$ cat config.mk
export PLATFORM = sky130hd
export DESIGN_NAME = mem_io_access_unit_flat
export DESIGN_NICKNAME = d
export VERILOG_FILES = /design/src/rtl/mem_io_access_unit_if.sv /design/src/rtl/mem_io_access_unit.sv /design/src/flat_wrapper.sv
export SDC_FILE = /design/constraint.sdc
export NUM_CORES = 1
export LEC_CHECK = 0
export CAP_MARGIN = 0
export CORE_ASPECT_RATIO = 1.2
export CORE_MARGIN = 2
export CORE_UTILIZATION = 47
export DETAILED_ROUTE_END_ITERATION = 7
export GPL_TIMING_DRIVEN = 0
export PLACE_DENSITY = 0.86
export SLEW_MARGIN = 10
export SYNTH_ARGS = -nofsm -noshare
export SYNTH_HDL_FRONTEND = slang
export SYNTH_SLANG_ARGS = --single-unit
$ cat constraint.sdc
create_clock -name iClock -period 3.69 [get_ports iClock]
set_input_delay 0.738 -clock iClock [delete_from_list [all_inputs] [get_ports iClock]]
set_output_delay 0.738 -clock iClock [all_outputs]
set_load 0.01 [all_outputs]
$ cat src/rtl/mem_io_access_unit_if.sv
// Bus bundle for mem_io_access_unit: CPU request/response, word-wide memory port
// and the one-hot IO channel port.
interface mem_io_access_unit_if #(
    parameter int IO_W        = 16,
    parameter int IO_CHANNELS = 4,
    parameter int IO_SPAN     = 16
);
    localparam int OFF_W = (IO_SPAN > 1) ? $clog2(IO_SPAN) : 1;

    logic                        iReq;
    logic                        iWrite;
    logic [1:0]                  iSize;
    logic                        iUnsigned;
    logic [31:0]                 iAddress;
    logic [31:0]                 iWriteData;
    logic                        oStall;
    logic                        oDone;
    logic [31:0]                 oReadData;
    logic                        oAlignError;
    logic                        oTimeout;

    logic [31:0]                 oMemAddress;
    logic [31:0]                 oMemWriteData;
    logic [3:0]                  oMemByteEnable;
    logic                        oMemRead;
    logic                        oMemWrite;
    logic [31:0]                 iMemReadData;

    logic [IO_CHANNELS-1:0]      oIoSelect;
    logic                        oIoRead;
    logic                        oIoWrite;
    logic [OFF_W-1:0]            oIoOffset;
    logic [IO_W-1:0]             oIoWriteData;
    logic [IO_CHANNELS*IO_W-1:0] iIoReadData;
    logic [IO_CHANNELS-1:0]      iIoReady;

    modport slave (
        input  iReq, iWrite, iSize, iUnsigned, iAddress, iWriteData,
               iMemReadData, iIoReadData, iIoReady,
        output oStall, oDone, oReadData, oAlignError, oTimeout,
               oMemAddress, oMemWriteData, oMemByteEnable, oMemRead, oMemWrite,
               oIoSelect, oIoRead, oIoWrite, oIoOffset, oIoWriteData
    );

    modport master (
        output iReq, iWrite, iSize, iUnsigned, iAddress, iWriteData,
               iMemReadData, iIoReadData, iIoReady,
        input  oStall, oDone, oReadData, oAlignError, oTimeout,
               oMemAddress, oMemWriteData, oMemByteEnable, oMemRead, oMemWrite,
               oIoSelect, oIoRead, oIoWrite, oIoOffset, oIoWriteData
    );
endinterface

$ cat src/rtl/mem_io_access_unit.sv
// Load/store unit: decodes each CPU access to fixed-latency memory or a ready-handshaked
// IO channel, handles lanes, sign extension, misalignment and IO timeout.
module mem_io_access_unit #(
    parameter int          IO_W        = 16,
    parameter int          IO_CHANNELS = 4,
    parameter logic [31:0] IO_BASE     = 32'hFFFF_FC00,
    parameter int          IO_SPAN     = 16,
    parameter int          MEM_LATENCY = 1,
    parameter int          IO_TIMEOUT  = 255
) (
    input logic                 iClock,
    input logic                 iResetN,
    mem_io_access_unit_if.slave bus
);
    localparam int          OFF_W    = (IO_SPAN > 1) ? $clog2(IO_SPAN) : 1;
    localparam int          SPAN_SH  = $clog2(IO_SPAN);
    localparam int          CH_W     = (IO_CHANNELS > 1) ? $clog2(IO_CHANNELS) : 1;
    localparam logic [32:0] IO_LIMIT = {1'b0, IO_BASE} + 33'(IO_CHANNELS * IO_SPAN);

    typedef enum logic [1:0] {IDLE, MEM_WAIT, IO_WAIT, DONE} state_t;

    state_t           r_state;
    logic [9:0]       r_cnt;
    logic             r_write, r_unsigned;
    logic [1:0]       r_size, r_lane;
    logic [CH_W-1:0]  r_chan;

    logic             r_done, r_align_err, r_timeout;
    logic [31:0]      r_read_data, r_mem_address, r_mem_wdata;
    logic [3:0]       r_mem_be;
    logic             r_mem_read, r_mem_write;
    logic [IO_CHANNELS-1:0] r_io_select;
    logic             r_io_read, r_io_write;
    logic [OFF_W-1:0] r_io_offset;
    logic [IO_W-1:0]  r_io_wdata;

    logic [32:0]      w_io_rel;
    logic             w_is_io, w_misaligned, w_io_ready;
    logic [CH_W-1:0]  w_chan;
    logic [IO_W-1:0]  w_io_rdata;

    // 33-bit compare so a window ending at the top of the address space cannot wrap.
    assign w_io_rel     = {1'b0, bus.iAddress} - {1'b0, IO_BASE};
    assign w_is_io      = ({1'b0, bus.iAddress} >= {1'b0, IO_BASE}) && ({1'b0, bus.iAddress} < IO_LIMIT);
    assign w_chan       = CH_W'(w_io_rel >> SPAN_SH);
    assign w_misaligned = (bus.iSize == 2'b11) ||
                          (bus.iSize == 2'b01 && bus.iAddress[0]) ||
                          (bus.iSize == 2'b10 && bus.iAddress[1:0] != 2'b00);
    assign w_io_ready   = bus.iIoReady[r_chan];
    assign w_io_rdata   = bus.iIoReadData[r_chan*IO_W +: IO_W];

    function automatic logic [3:0] byte_enable(input logic [1:0] size, input logic [1:0] lane);
        case (size)
            2'b00:   byte_enable = 4'b0001 << lane;
            2'b01:   byte_enable = lane[1] ? 4'b1100 : 4'b0011;
            default: byte_enable = 4'b1111;
        endcase
    endfunction

    function automatic logic [31:0] store_data(input logic [1:0] size, input logic [31:0] d);
        case (size)
            2'b00:   store_data = {4{d[7:0]}};
            2'b01:   store_data = {2{d[15:0]}};
            default: store_data = d;
        endcase
    endfunction

    function automatic logic [31:0] load_extend(input logic [1:0] size, input logic uns,
                                                input logic [31:0] word, input logic [1:0] lane);
        logic [7:0]  b;
        logic [15:0] h;
        b = word[{lane, 3'b000} +: 8];
        h = word[{lane[1], 4'b0000} +: 16];
        case (size)
            2'b00:   load_extend = uns ? {24'b0, b} : {{24{b[7]}}, b};
            2'b01:   load_extend = uns ? {16'b0, h} : {{16{h[15]}}, h};
            default: load_extend = word;
        endcase
    endfunction

    always_ff @(posedge iClock) begin
        if (!iResetN) begin
            // NOTE: every register, request fields included, is cleared so an aborted access leaves nothing behind.
            r_state       <= IDLE;
            r_cnt         <= '0;
            r_write       <= 1'b0;
            r_unsigned    <= 1'b0;
            r_size        <= '0;
            r_lane        <= '0;
            r_chan        <= '0;
            r_done        <= 1'b0;
            r_align_err   <= 1'b0;
            r_timeout     <= 1'b0;
            r_read_data   <= '0;
            r_mem_address <= '0;
            r_mem_wdata   <= '0;
            r_mem_be      <= '0;
            r_mem_read    <= 1'b0;
            r_mem_write   <= 1'b0;
            r_io_select   <= '0;
            r_io_read     <= 1'b0;
            r_io_write    <= 1'b0;
            r_io_offset   <= '0;
            r_io_wdata    <= '0;
        end else begin
            r_done      <= 1'b0;
            r_align_err <= 1'b0;
            r_timeout   <= 1'b0;
            case (r_state)
                IDLE: if (bus.iReq) begin
                    r_write    <= bus.iWrite;
                    r_unsigned <= bus.iUnsigned;
                    r_size     <= bus.iSize;
                    r_lane     <= bus.iAddress[1:0];
                    r_chan     <= w_chan;
                    r_cnt      <= '0;
                    if (w_misaligned) begin
                        r_state     <= DONE;
                        r_done      <= 1'b1;
                        r_align_err <= 1'b1;
                        r_read_data <= '0;
                    end else if (w_is_io) begin
                        r_state     <= IO_WAIT;
                        r_io_select <= IO_CHANNELS'(1) << w_chan;
                        r_io_offset <= OFF_W'(bus.iAddress & 32'(IO_SPAN - 1));
                        r_io_read   <= !bus.iWrite;
                        r_io_write  <= bus.iWrite;
                        r_io_wdata  <= bus.iWrite ? bus.iWriteData[IO_W-1:0] : '0;
                    end else begin
                        r_state       <= MEM_WAIT;
                        r_mem_address <= {bus.iAddress[31:2], 2'b00};
                        r_mem_be      <= byte_enable(bus.iSize, bus.iAddress[1:0]);
                        r_mem_wdata   <= bus.iWrite ? store_data(bus.iSize, bus.iWriteData) : '0;
                        r_mem_read    <= !bus.iWrite;
                        r_mem_write   <= bus.iWrite;
                    end
                end
                MEM_WAIT: begin
                    if (r_cnt == 10'(MEM_LATENCY - 1)) begin
                        r_state       <= DONE;
                        r_done        <= 1'b1;
                        r_mem_address <= '0;
                        r_mem_wdata   <= '0;
                        r_mem_be      <= '0;
                        r_mem_read    <= 1'b0;
                        r_mem_write   <= 1'b0;
                        if (!r_write)
                            r_read_data <= load_extend(r_size, r_unsigned, bus.iMemReadData, r_lane);
                    end else begin
                        r_cnt <= r_cnt + 10'd1;
                    end
                end
                IO_WAIT: begin
                    if (w_io_ready || r_cnt == 10'(IO_TIMEOUT - 1)) begin
                        r_state     <= DONE;
                        r_done      <= 1'b1;
                        r_io_select <= '0;
                        r_io_offset <= '0;
                        r_io_read   <= 1'b0;
                        r_io_write  <= 1'b0;
                        r_io_wdata  <= '0;
                        // IO data always arrives on lane 0, whatever the byte address.
                        if (!w_io_ready) begin
                            r_timeout   <= 1'b1;
                            r_read_data <= '0;
                        end else if (!r_write) begin
                            r_read_data <= load_extend(r_size, r_unsigned, 32'(w_io_rdata), 2'b00);
                        end
                    end else begin
                        r_cnt <= r_cnt + 10'd1;
                    end
                end
                default: r_state <= IDLE;
            endcase
        end
    end

    assign bus.oStall         = (r_state == IDLE && bus.iReq) || r_state == MEM_WAIT || r_state == IO_WAIT;
    assign bus.oDone          = r_done;
    assign bus.oAlignError    = r_align_err;
    assign bus.oTimeout       = r_timeout;
    assign bus.oReadData      = r_read_data;
    assign bus.oMemAddress    = r_mem_address;
    assign bus.oMemWriteData  = r_mem_wdata;
    assign bus.oMemByteEnable = r_mem_be;
    assign bus.oMemRead       = r_mem_read;
    assign bus.oMemWrite      = r_mem_write;
    assign bus.oIoSelect      = r_io_select;
    assign bus.oIoRead        = r_io_read;
    assign bus.oIoWrite       = r_io_write;
    assign bus.oIoOffset      = r_io_offset;
    assign bus.oIoWriteData   = r_io_wdata;
endmodule

$ cat src/flat_wrapper.sv
// flat-port wrapper written by rule: the top's interface ports become plain ports
module mem_io_access_unit_flat 
#(
    parameter int          IO_W        = 16,
    parameter int          IO_CHANNELS = 4,
    parameter logic [31:0] IO_BASE     = 32'hFFFF_FC00,
    parameter int          IO_SPAN     = 16,
    parameter int          MEM_LATENCY = 1,
    parameter int          IO_TIMEOUT  = 255
)
  (iClock, iResetN, bus_iReq, bus_iWrite, bus_iSize, bus_iUnsigned, bus_iAddress, bus_iWriteData, bus_iMemReadData, bus_iIoReadData, bus_iIoReady, bus_oStall, bus_oDone, bus_oReadData, bus_oAlignError, bus_oTimeout, bus_oMemAddress, bus_oMemWriteData, bus_oMemByteEnable, bus_oMemRead, bus_oMemWrite, bus_oIoSelect, bus_oIoRead, bus_oIoWrite, bus_oIoOffset, bus_oIoWriteData);
  mem_io_access_unit_if #(.IO_W(IO_W), .IO_CHANNELS(IO_CHANNELS), .IO_SPAN(IO_SPAN)) bus_i ();
  input logic iClock;
  input logic iResetN;
  input wire logic [$bits(bus_i.iReq)-1:0] bus_iReq;
  input wire logic [$bits(bus_i.iWrite)-1:0] bus_iWrite;
  input wire logic [$bits(bus_i.iSize)-1:0] bus_iSize;
  input wire logic [$bits(bus_i.iUnsigned)-1:0] bus_iUnsigned;
  input wire logic [$bits(bus_i.iAddress)-1:0] bus_iAddress;
  input wire logic [$bits(bus_i.iWriteData)-1:0] bus_iWriteData;
  input wire logic [$bits(bus_i.iMemReadData)-1:0] bus_iMemReadData;
  input wire logic [$bits(bus_i.iIoReadData)-1:0] bus_iIoReadData;
  input wire logic [$bits(bus_i.iIoReady)-1:0] bus_iIoReady;
  output wire logic [$bits(bus_i.oStall)-1:0] bus_oStall;
  output wire logic [$bits(bus_i.oDone)-1:0] bus_oDone;
  output wire logic [$bits(bus_i.oReadData)-1:0] bus_oReadData;
  output wire logic [$bits(bus_i.oAlignError)-1:0] bus_oAlignError;
  output wire logic [$bits(bus_i.oTimeout)-1:0] bus_oTimeout;
  output wire logic [$bits(bus_i.oMemAddress)-1:0] bus_oMemAddress;
  output wire logic [$bits(bus_i.oMemWriteData)-1:0] bus_oMemWriteData;
  output wire logic [$bits(bus_i.oMemByteEnable)-1:0] bus_oMemByteEnable;
  output wire logic [$bits(bus_i.oMemRead)-1:0] bus_oMemRead;
  output wire logic [$bits(bus_i.oMemWrite)-1:0] bus_oMemWrite;
  output wire logic [$bits(bus_i.oIoSelect)-1:0] bus_oIoSelect;
  output wire logic [$bits(bus_i.oIoRead)-1:0] bus_oIoRead;
  output wire logic [$bits(bus_i.oIoWrite)-1:0] bus_oIoWrite;
  output wire logic [$bits(bus_i.oIoOffset)-1:0] bus_oIoOffset;
  output wire logic [$bits(bus_i.oIoWriteData)-1:0] bus_oIoWriteData;
  assign bus_i.iReq = bus_iReq;
  assign bus_i.iWrite = bus_iWrite;
  assign bus_i.iSize = bus_iSize;
  assign bus_i.iUnsigned = bus_iUnsigned;
  assign bus_i.iAddress = bus_iAddress;
  assign bus_i.iWriteData = bus_iWriteData;
  assign bus_i.iMemReadData = bus_iMemReadData;
  assign bus_i.iIoReadData = bus_iIoReadData;
  assign bus_i.iIoReady = bus_iIoReady;
  assign bus_oStall = bus_i.oStall;
  assign bus_oDone = bus_i.oDone;
  assign bus_oReadData = bus_i.oReadData;
  assign bus_oAlignError = bus_i.oAlignError;
  assign bus_oTimeout = bus_i.oTimeout;
  assign bus_oMemAddress = bus_i.oMemAddress;
  assign bus_oMemWriteData = bus_i.oMemWriteData;
  assign bus_oMemByteEnable = bus_i.oMemByteEnable;
  assign bus_oMemRead = bus_i.oMemRead;
  assign bus_oMemWrite = bus_i.oMemWrite;
  assign bus_oIoSelect = bus_i.oIoSelect;
  assign bus_oIoRead = bus_i.oIoRead;
  assign bus_oIoWrite = bus_i.oIoWrite;
  assign bus_oIoOffset = bus_i.oIoOffset;
  assign bus_oIoWriteData = bus_i.oIoWriteData;
  mem_io_access_unit #(.IO_W(IO_W), .IO_CHANNELS(IO_CHANNELS), .IO_BASE(IO_BASE), .IO_SPAN(IO_SPAN), .MEM_LATENCY(MEM_LATENCY), .IO_TIMEOUT(IO_TIMEOUT)) u_core (.iClock(iClock), .iResetN(iResetN), .bus(bus_i));
endmodule
==> impl_metrics.env, run 1 <==
export IMPL_cp_startpoint="u_core.r_state[0]"
export IMPL_fmax_mhz=307
export IMPL_synth_top_cell_by_area="dfxtp_1"
export IMPL_finalSetupViolations=0
export IMPL_fin_nets=1278
export IMPL_drcViolationCount=0
export IMPL_skew_ns=0.00955
export IMPL_cp_slowest_cell="clkdlybuf4s50_1"
export IMPL_rsz0062_at_grt="no"
export IMPL_max_slew_margin=0.163
export IMPL_place_hpwl_um=22000
export IMPL_clk_pin_slew_ns=0.07
export IMPL_post_route_cell_area_um2=11400
export IMPL_place_area_um2=10800
export IMPL_synth_seq_cells=149
export IMPL_cts_htree_levels=4
export IMPL_cts_repair_resized=0
export IMPL_first_global_vias=8035
export IMPL_critical_path_required_ns=2.95
export IMPL_die_area_um2=17100
export IMPL_critical_path_class="reg2out"
export IMPL_ant_nets=0
export IMPL_path_cells="inv_1 > ha_1 > inv_1 > clkbuf_1 > nand3_1 > clkdlybuf4s50_1"
export IMPL_fin_cells=1321
export IMPL_overflow=0
export IMPL_crit_path_end="bus_oStall"
export IMPL_peakVddDrop_mv=0.424
export IMPL_status="complete, no violations"
export IMPL_r2r_setup_slack_ns=0.75
export IMPL_cp_arrival_ns=2.52
export IMPL_grt_usage=0.334
export IMPL_synthCells=780
export IMPL_cts_buffer_depth=2
export IMPL_dieWidth_um=120
export IMPL_synth_flop_cell="dfxtp_1"
export IMPL_antenna_found_initial=0
export IMPL_synth_area_top_cells="dfxtp_1 39%, a32o_1 6.2%, mux4_2 5.7%"
export IMPL_period_share=0.883
export IMPL_hold_path_class="reg2reg"
export IMPL_routabilityCongestion=0.975
export IMPL_tritoncts="built"
export IMPL_row_count=50
export IMPL_critPathMaxFanout=10
export IMPL_num_io_pins=303
export IMPL_start_util=0.483
export IMPL_path_common_cell="inv_1"
export IMPL_drv_cap=0
export IMPL_synth_edf_count=0
export IMPL_worstReg2RegStart="u_core.r_state[0]"
export IMPL_yosys_warnings=0
export IMPL_whs_ns=0.461
export IMPL_slew_violations=0
export IMPL_cp_end_kind="primary output"
export IMPL_io_buffers=300
export IMPL_seq_area_frac_synth=0.395
export IMPL_cpPeakStageDelay_ns=0.53
export IMPL_cts_sink_count=149
export IMPL_fp_dieH_um=143
export IMPL_clk_latency_ns=0.44
export IMPL_area_delta_synth_final_pct=50.8
export IMPL_synth_area_um2=7550
export IMPL_r2r_cells=10
export IMPL_worst_pin_slew_ns=1.25
export IMPL_wl_um=29100
export IMPL_routedWlPerCell_um=22.0
export IMPL_p_leak_nw=4.08
export IMPL_power_density_nw_per_um2=565
export IMPL_core_area_um2=15600
export IMPL_vias=8148
export IMPL_cts_made_buffers=17
export IMPL_dp_cells=1289
export IMPL_grt_pass1_wl_um=44300
export IMPL_synth_common_cells="149 x dfxtp_1, 99 x nand2_1, 56 x clkbuf_1"
export IMPL_grt_max_degree=17
export IMPL_yosys_area_top_type_share=0.395
export IMPL_dr_pass1_iters=6
export IMPL_finalSetupTns_ns=0
export IMPL_diodes=0
export IMPL_vias_per_cell=6.17
export IMPL_async_flop_share=0
export IMPL_hold_viol_final=0
export IMPL_ctsHoldBuffers=0
export IMPL_period_minus_slack_ns=3.26
export IMPL_post_cts_buffers=0
export IMPL_drive_above_1_share=0.103
export IMPL_ys_types=67
export IMPL_yosysMostFrequentCell="dfxtp_1"
export IMPL_r2r_end="u_core.bus.oMemWriteData[14]"
export IMPL_worstSetupStartpointType="flop"
export IMPL_avgSynthCellArea_um2=9.68
export IMPL_clock_tree_root_cell="clkbuf_16"
export IMPL_drt_iter0_markers=936
-- worst max-delay path: cells and delay by family (launching register included) --
family / cells / cell delay (ns)
fa+ha+maj: 1 / 0.33
buf+inv: 4 / 1.18
flops: 1 / 0.36
simple gates: 1 / 0.21
-- through the flow --
step | setup slack (ns) | total power, mW | utilization
6_report | 0.433 | 6.44 | 0.728
5_1_grt | 0.299 | 6.71 | 0.728
4_1_cts | 0.459 | 6.40 | 0.728
3_5_place_dp | 0.114 | 4.70 | 0.692
3_3_place_gp | 0.180 | 4.67 | 0.692
2_1_floorplan | 0.939 | 3.59 | -
-- kinds of logic after synthesis --
group,after synthesis,synth area share
compound gates,233,0.260
other cells,1,0.000496
buf+inv,104,0.0601
fa+ha+maj,7,0.0116
mux,73,0.132
flops,149,0.395
simple gates,213,0.141
-- report_power, final --
part	switching [mW]	leakage (nW)	total [mW]	internal [mW]
combinational	1.59	2.60	2.78	1.19
sequential	0.129	1.21	1.95	1.82
clock	0.763	0.271	1.71	0.944
-- area by class of cell --
| cell class | count | area [um^2] |
|---|---|---|
| clock inverter | 15 | 145 |
| multi-input combinational | 528 | 4120 |
| tap | 208 | 260 |
| buffer | 77 | 353 |
| sequential | 149 | 2980 |
| clock buffer | 17 | 425 |
| inverter | 27 | 101 |
| fill | 1153 | 4250 |
| timing repair buffer | 300 | 3000 |
-- registers in the layout, summed over array words and instances (netlist names), 2 cells and up --
register and cells:
u_core.r_chan 2, u_core.bus.oMemByteEnable 4, u_core.r_size 2, u_core.bus.oMemWriteData 32, u_core.r_lane 2, u_core.r_state 2
u_core.bus.oReadData 32, u_core.bus.oMemAddress 30, u_core.bus.oIoOffset 4, u_core.bus.oIoSelect 4, u_core.r_cnt 10, u_core.bus.oIoWriteData 16
-- layer usage --
layer | track usage | wire length [um]
met1 | 0.369 | 10600
met2 | 0.596 | 14400
met3 | 0.101 | 2920
met4 | 0.138 | 1110
met5 | 0 | 0
-- how the worst min path moves through the flow --
stage | from | cells after the start | slack, ns | end
floorplan | u_core.r_write | 2 | 0.45 | u_core.r_write
global placement | u_core.bus.oIoWrite | 2 | 0.44 | u_core.bus.oIoWrite
detailed placement | u_core.bus.oIoWrite | 2 | 0.45 | u_core.bus.oIoWrite
CTS | u_core.bus.oIoWriteData[13] | 2 | 0.46 | u_core.bus.oIoWriteData[13]
global route | u_core.bus.oReadData[18] | 1 | 0.48 | u_core.bus.oReadData[18]
finish | u_core.bus.oIoWriteData[2] | 2 | 0.46 | u_core.bus.oIoWriteData[2]
-- layout by cell type (no fill, tap or decap), types with 7 or more instances in the layout --
cell type        netlist  routed
o21ai_0               12      12
a21oi_1               20      20
nand2_1               99      99
a211oi_1               7       7
clkbuf_1              56      56
a41o_1                 7       7
and3_1                 8       8
mux2_2                23      23
o2bb2ai_1             25      25
dfxtp_1              149     149
mux4_2                19      19
a32o_1                47      47
mux2i_1               31      31
and4_1                 9       9
nand3_1               14      14
o31ai_1               16      16
ha_1                   7       7
inv_1                 26      26
a31o_2                10      10
nand4_1               24      24
a21boi_0              17      17
a222oi_1               7       7
a22o_1                18      18
buf_2                 13      13
nor3_1                15      15
nor2_1                13      13
clkdlybuf4s50_1        0     300
clkbuf_16              0      17
a221oi_1               9       9
Power figures use the tool's default switching activity.
==> inputs of run 2 (changes only) <==
Settings changed: SETUP_SLACK_MARGIN set to 0.4.
==> run 2 against run 1 <==
  * Routed wire length is essentially flat
  * Clock power is essentially flat
  * Hold slack lost 0.0014 ns
  * Final cell count is the same
  * Design area is essentially flat
  * Non-clock buffer count is the same
  * Power grew 0.11%
  * Fmax grew 4.8%
  * Global-route usage is the same
  * Clock skew shrank 0.00057 ns
  * Sequential power is essentially flat
  * Core utilization grew 0.056 points
==> impl_metrics.env, run 2 (same netlist as run 1, synthesis figures left out) <==
export IMPL_row_count=50
export IMPL_setup_ws_ns=0.583
export IMPL_drcViolationCount=0
export IMPL_power_frac_comb=0.432
export IMPL_overflow=0
export IMPL_cp_end_kind="primary output"
export IMPL_skew_ns=0.00899
export IMPL_drt_iter0_markers=931
export IMPL_status="complete, no violations"
export IMPL_period_share=0.842
export IMPL_fp_dieH_um=143
export IMPL_fin_nets=1278
export IMPL_post_cts_buffers=0
export IMPL_start_util=0.483
export IMPL_cp_slowest_cell="clkdlybuf4s50_1"
export IMPL_fin_cells=1321
export IMPL_ant_nets=0
export IMPL_cts_made_buffers=17
export IMPL_diodes=0
export IMPL_p_sw_mw=2.49
export IMPL_final_util=0.729
export IMPL_ctsHoldBuffers=0
export IMPL_hold_path_class="reg2reg"
export IMPL_routedWlPerCell_um=22.0
export IMPL_cpPeakStageDelay_ns=0.56
export IMPL_grt_max_degree=17
export IMPL_pwr_share_seq=0.302
export IMPL_intPower_mw=3.96
export IMPL_power_density_nw_per_um2=565
export IMPL_dp_cells=1289
export IMPL_worstSetupStartpointType="input port"
export IMPL_hold_viol_final=0
export IMPL_core_area_um2=15600
export IMPL_grt_usage=0.334
export IMPL_fmax_mhz=322
export IMPL_critical_path_required_ns=2.95
export IMPL_critical_path_class="in2out"
export IMPL_critPathMaxFanout=10
export IMPL_whs_ns=0.459
export IMPL_antenna_found_initial=0
export IMPL_clock_tree_root_cell="clkbuf_16"
export IMPL_period_minus_slack_ns=3.11
export IMPL_vias=8117
export IMPL_tritoncts="built"
export IMPL_final_cell_mix="298 x clkdlybuf4s50_1, 149 x dfxtp_1, 99 x nand2_1"
export IMPL_vias_per_cell=6.14
export IMPL_max_slew_margin=0.168
export IMPL_clkPwrFrac=0.266
export IMPL_place_hpwl_um=22000
export IMPL_finalSetupViolations=0
export IMPL_worst_pin_slew_ns=1.24
export IMPL_num_io_pins=303
export IMPL_drv_cap=0
export IMPL_p_sw_frac=0.386
export IMPL_cts_buffer_depth=2
export IMPL_cts_sink_count=149
export IMPL_cts_htree_levels=4
export IMPL_routabilityCongestion=0.975
export IMPL_p_leak_nw=4.10
export IMPL_drive_above_1_share=0.106
export IMPL_peakVddDrop_mv=0.424
export IMPL_area_delta_synth_final_pct=50.9
export IMPL_path_common_cell="clkdlybuf4s50_1"
export IMPL_slew_violations=0
export IMPL_io_buffers=300
export IMPL_clk_latency_ns=0.44
export IMPL_dr_pass1_iters=6
export IMPL_clk_pin_slew_ns=0.06
export IMPL_wl_um=29000
export IMPL_die_area_um2=17100
export IMPL_first_global_vias=8035
export IMPL_finalSetupTns_ns=0
export IMPL_dp_slack_ns=0.114
export IMPL_dieWidth_um=120
export IMPL_final_common_cell="clkdlybuf4s50_1"
export IMPL_cp_arrival_ns=2.37
export IMPL_rsz0062_at_grt="no"
export IMPL_grt_pass1_wl_um=44300
export IMPL_cts_repair_resized=0
export IMPL_path_cells="clkdlybuf4s50_1 > nand2_1 > clkbuf_2 > nand3_1 > clkdlybuf4s50_1"
-- run 2: final timing paths --
path / from / to / slack, ns / depth (start not counted)
setup reg to reg: u_core.r_state[0] / u_core.bus.oMemWriteData[14] / 0.75 / 10
hold / removal: u_core.bus.oIoSelect[0] / u_core.bus.oIoSelect[0] / 0.46 / 2
hold reg to reg: u_core.bus.oIoSelect[0] / u_core.bus.oIoSelect[0] / 0.46 / 2
setup / recovery: bus_iReq / bus_oStall / 0.58 / 5
-- run 2: power by group through the flow --
stage | logic (mW) | registers (mW) | clock network, mW
finish | 2.78 | 1.95 | 1.71
global placement | 2.70 | 1.97 | 0
floorplan | 1.55 | 2.04 | 0
CTS | 2.75 | 1.94 | 1.71
detailed placement | 2.73 | 1.98 | 0
global route | 2.97 | 1.97 | 1.78
-- run 2: metrics by stage --
stage               power [mW]  instance area [um^2]
finish                    6.44                 11400
detailed placement        4.70                 10800
global placement          4.67                 10800
floorplan                 3.59                  7560
global route              6.71                 11400
CTS                       6.40                 11400
-- run 2: worst max-delay path, delay by kind of cell --
kind | cells | cell delay [ns]
AND/OR/NAND/NOR | 2 | 0.28
buffers and inverters | 3 | 1.34
-- run 2: layout make-up --
| cell class | instances | area, um^2 |
|---|---|---|
| Inverter | 27 | 101 |
| Clock inverter | 15 | 145 |
| Multi-Input combinational cell | 528 | 4120 |
| Fill cell | 1156 | 4240 |
| Clock buffer | 17 | 425 |
| Sequential cell | 149 | 2980 |
| Tap cell | 208 | 260 |
| Buffer | 77 | 357 |
| Timing Repair Buffer | 300 | 3010 |
-- run 2: per-layer routing --
metal  share of wire  vias up  global-route usage  wire length [um]
met2            0.50      506               0.596             14500
met3           0.098       74               0.101              2860
met1            0.37     3891               0.369             10600
li1                -     3646                   -                 -
met4           0.037        0               0.138              1070
met5               0        -                   0                 0
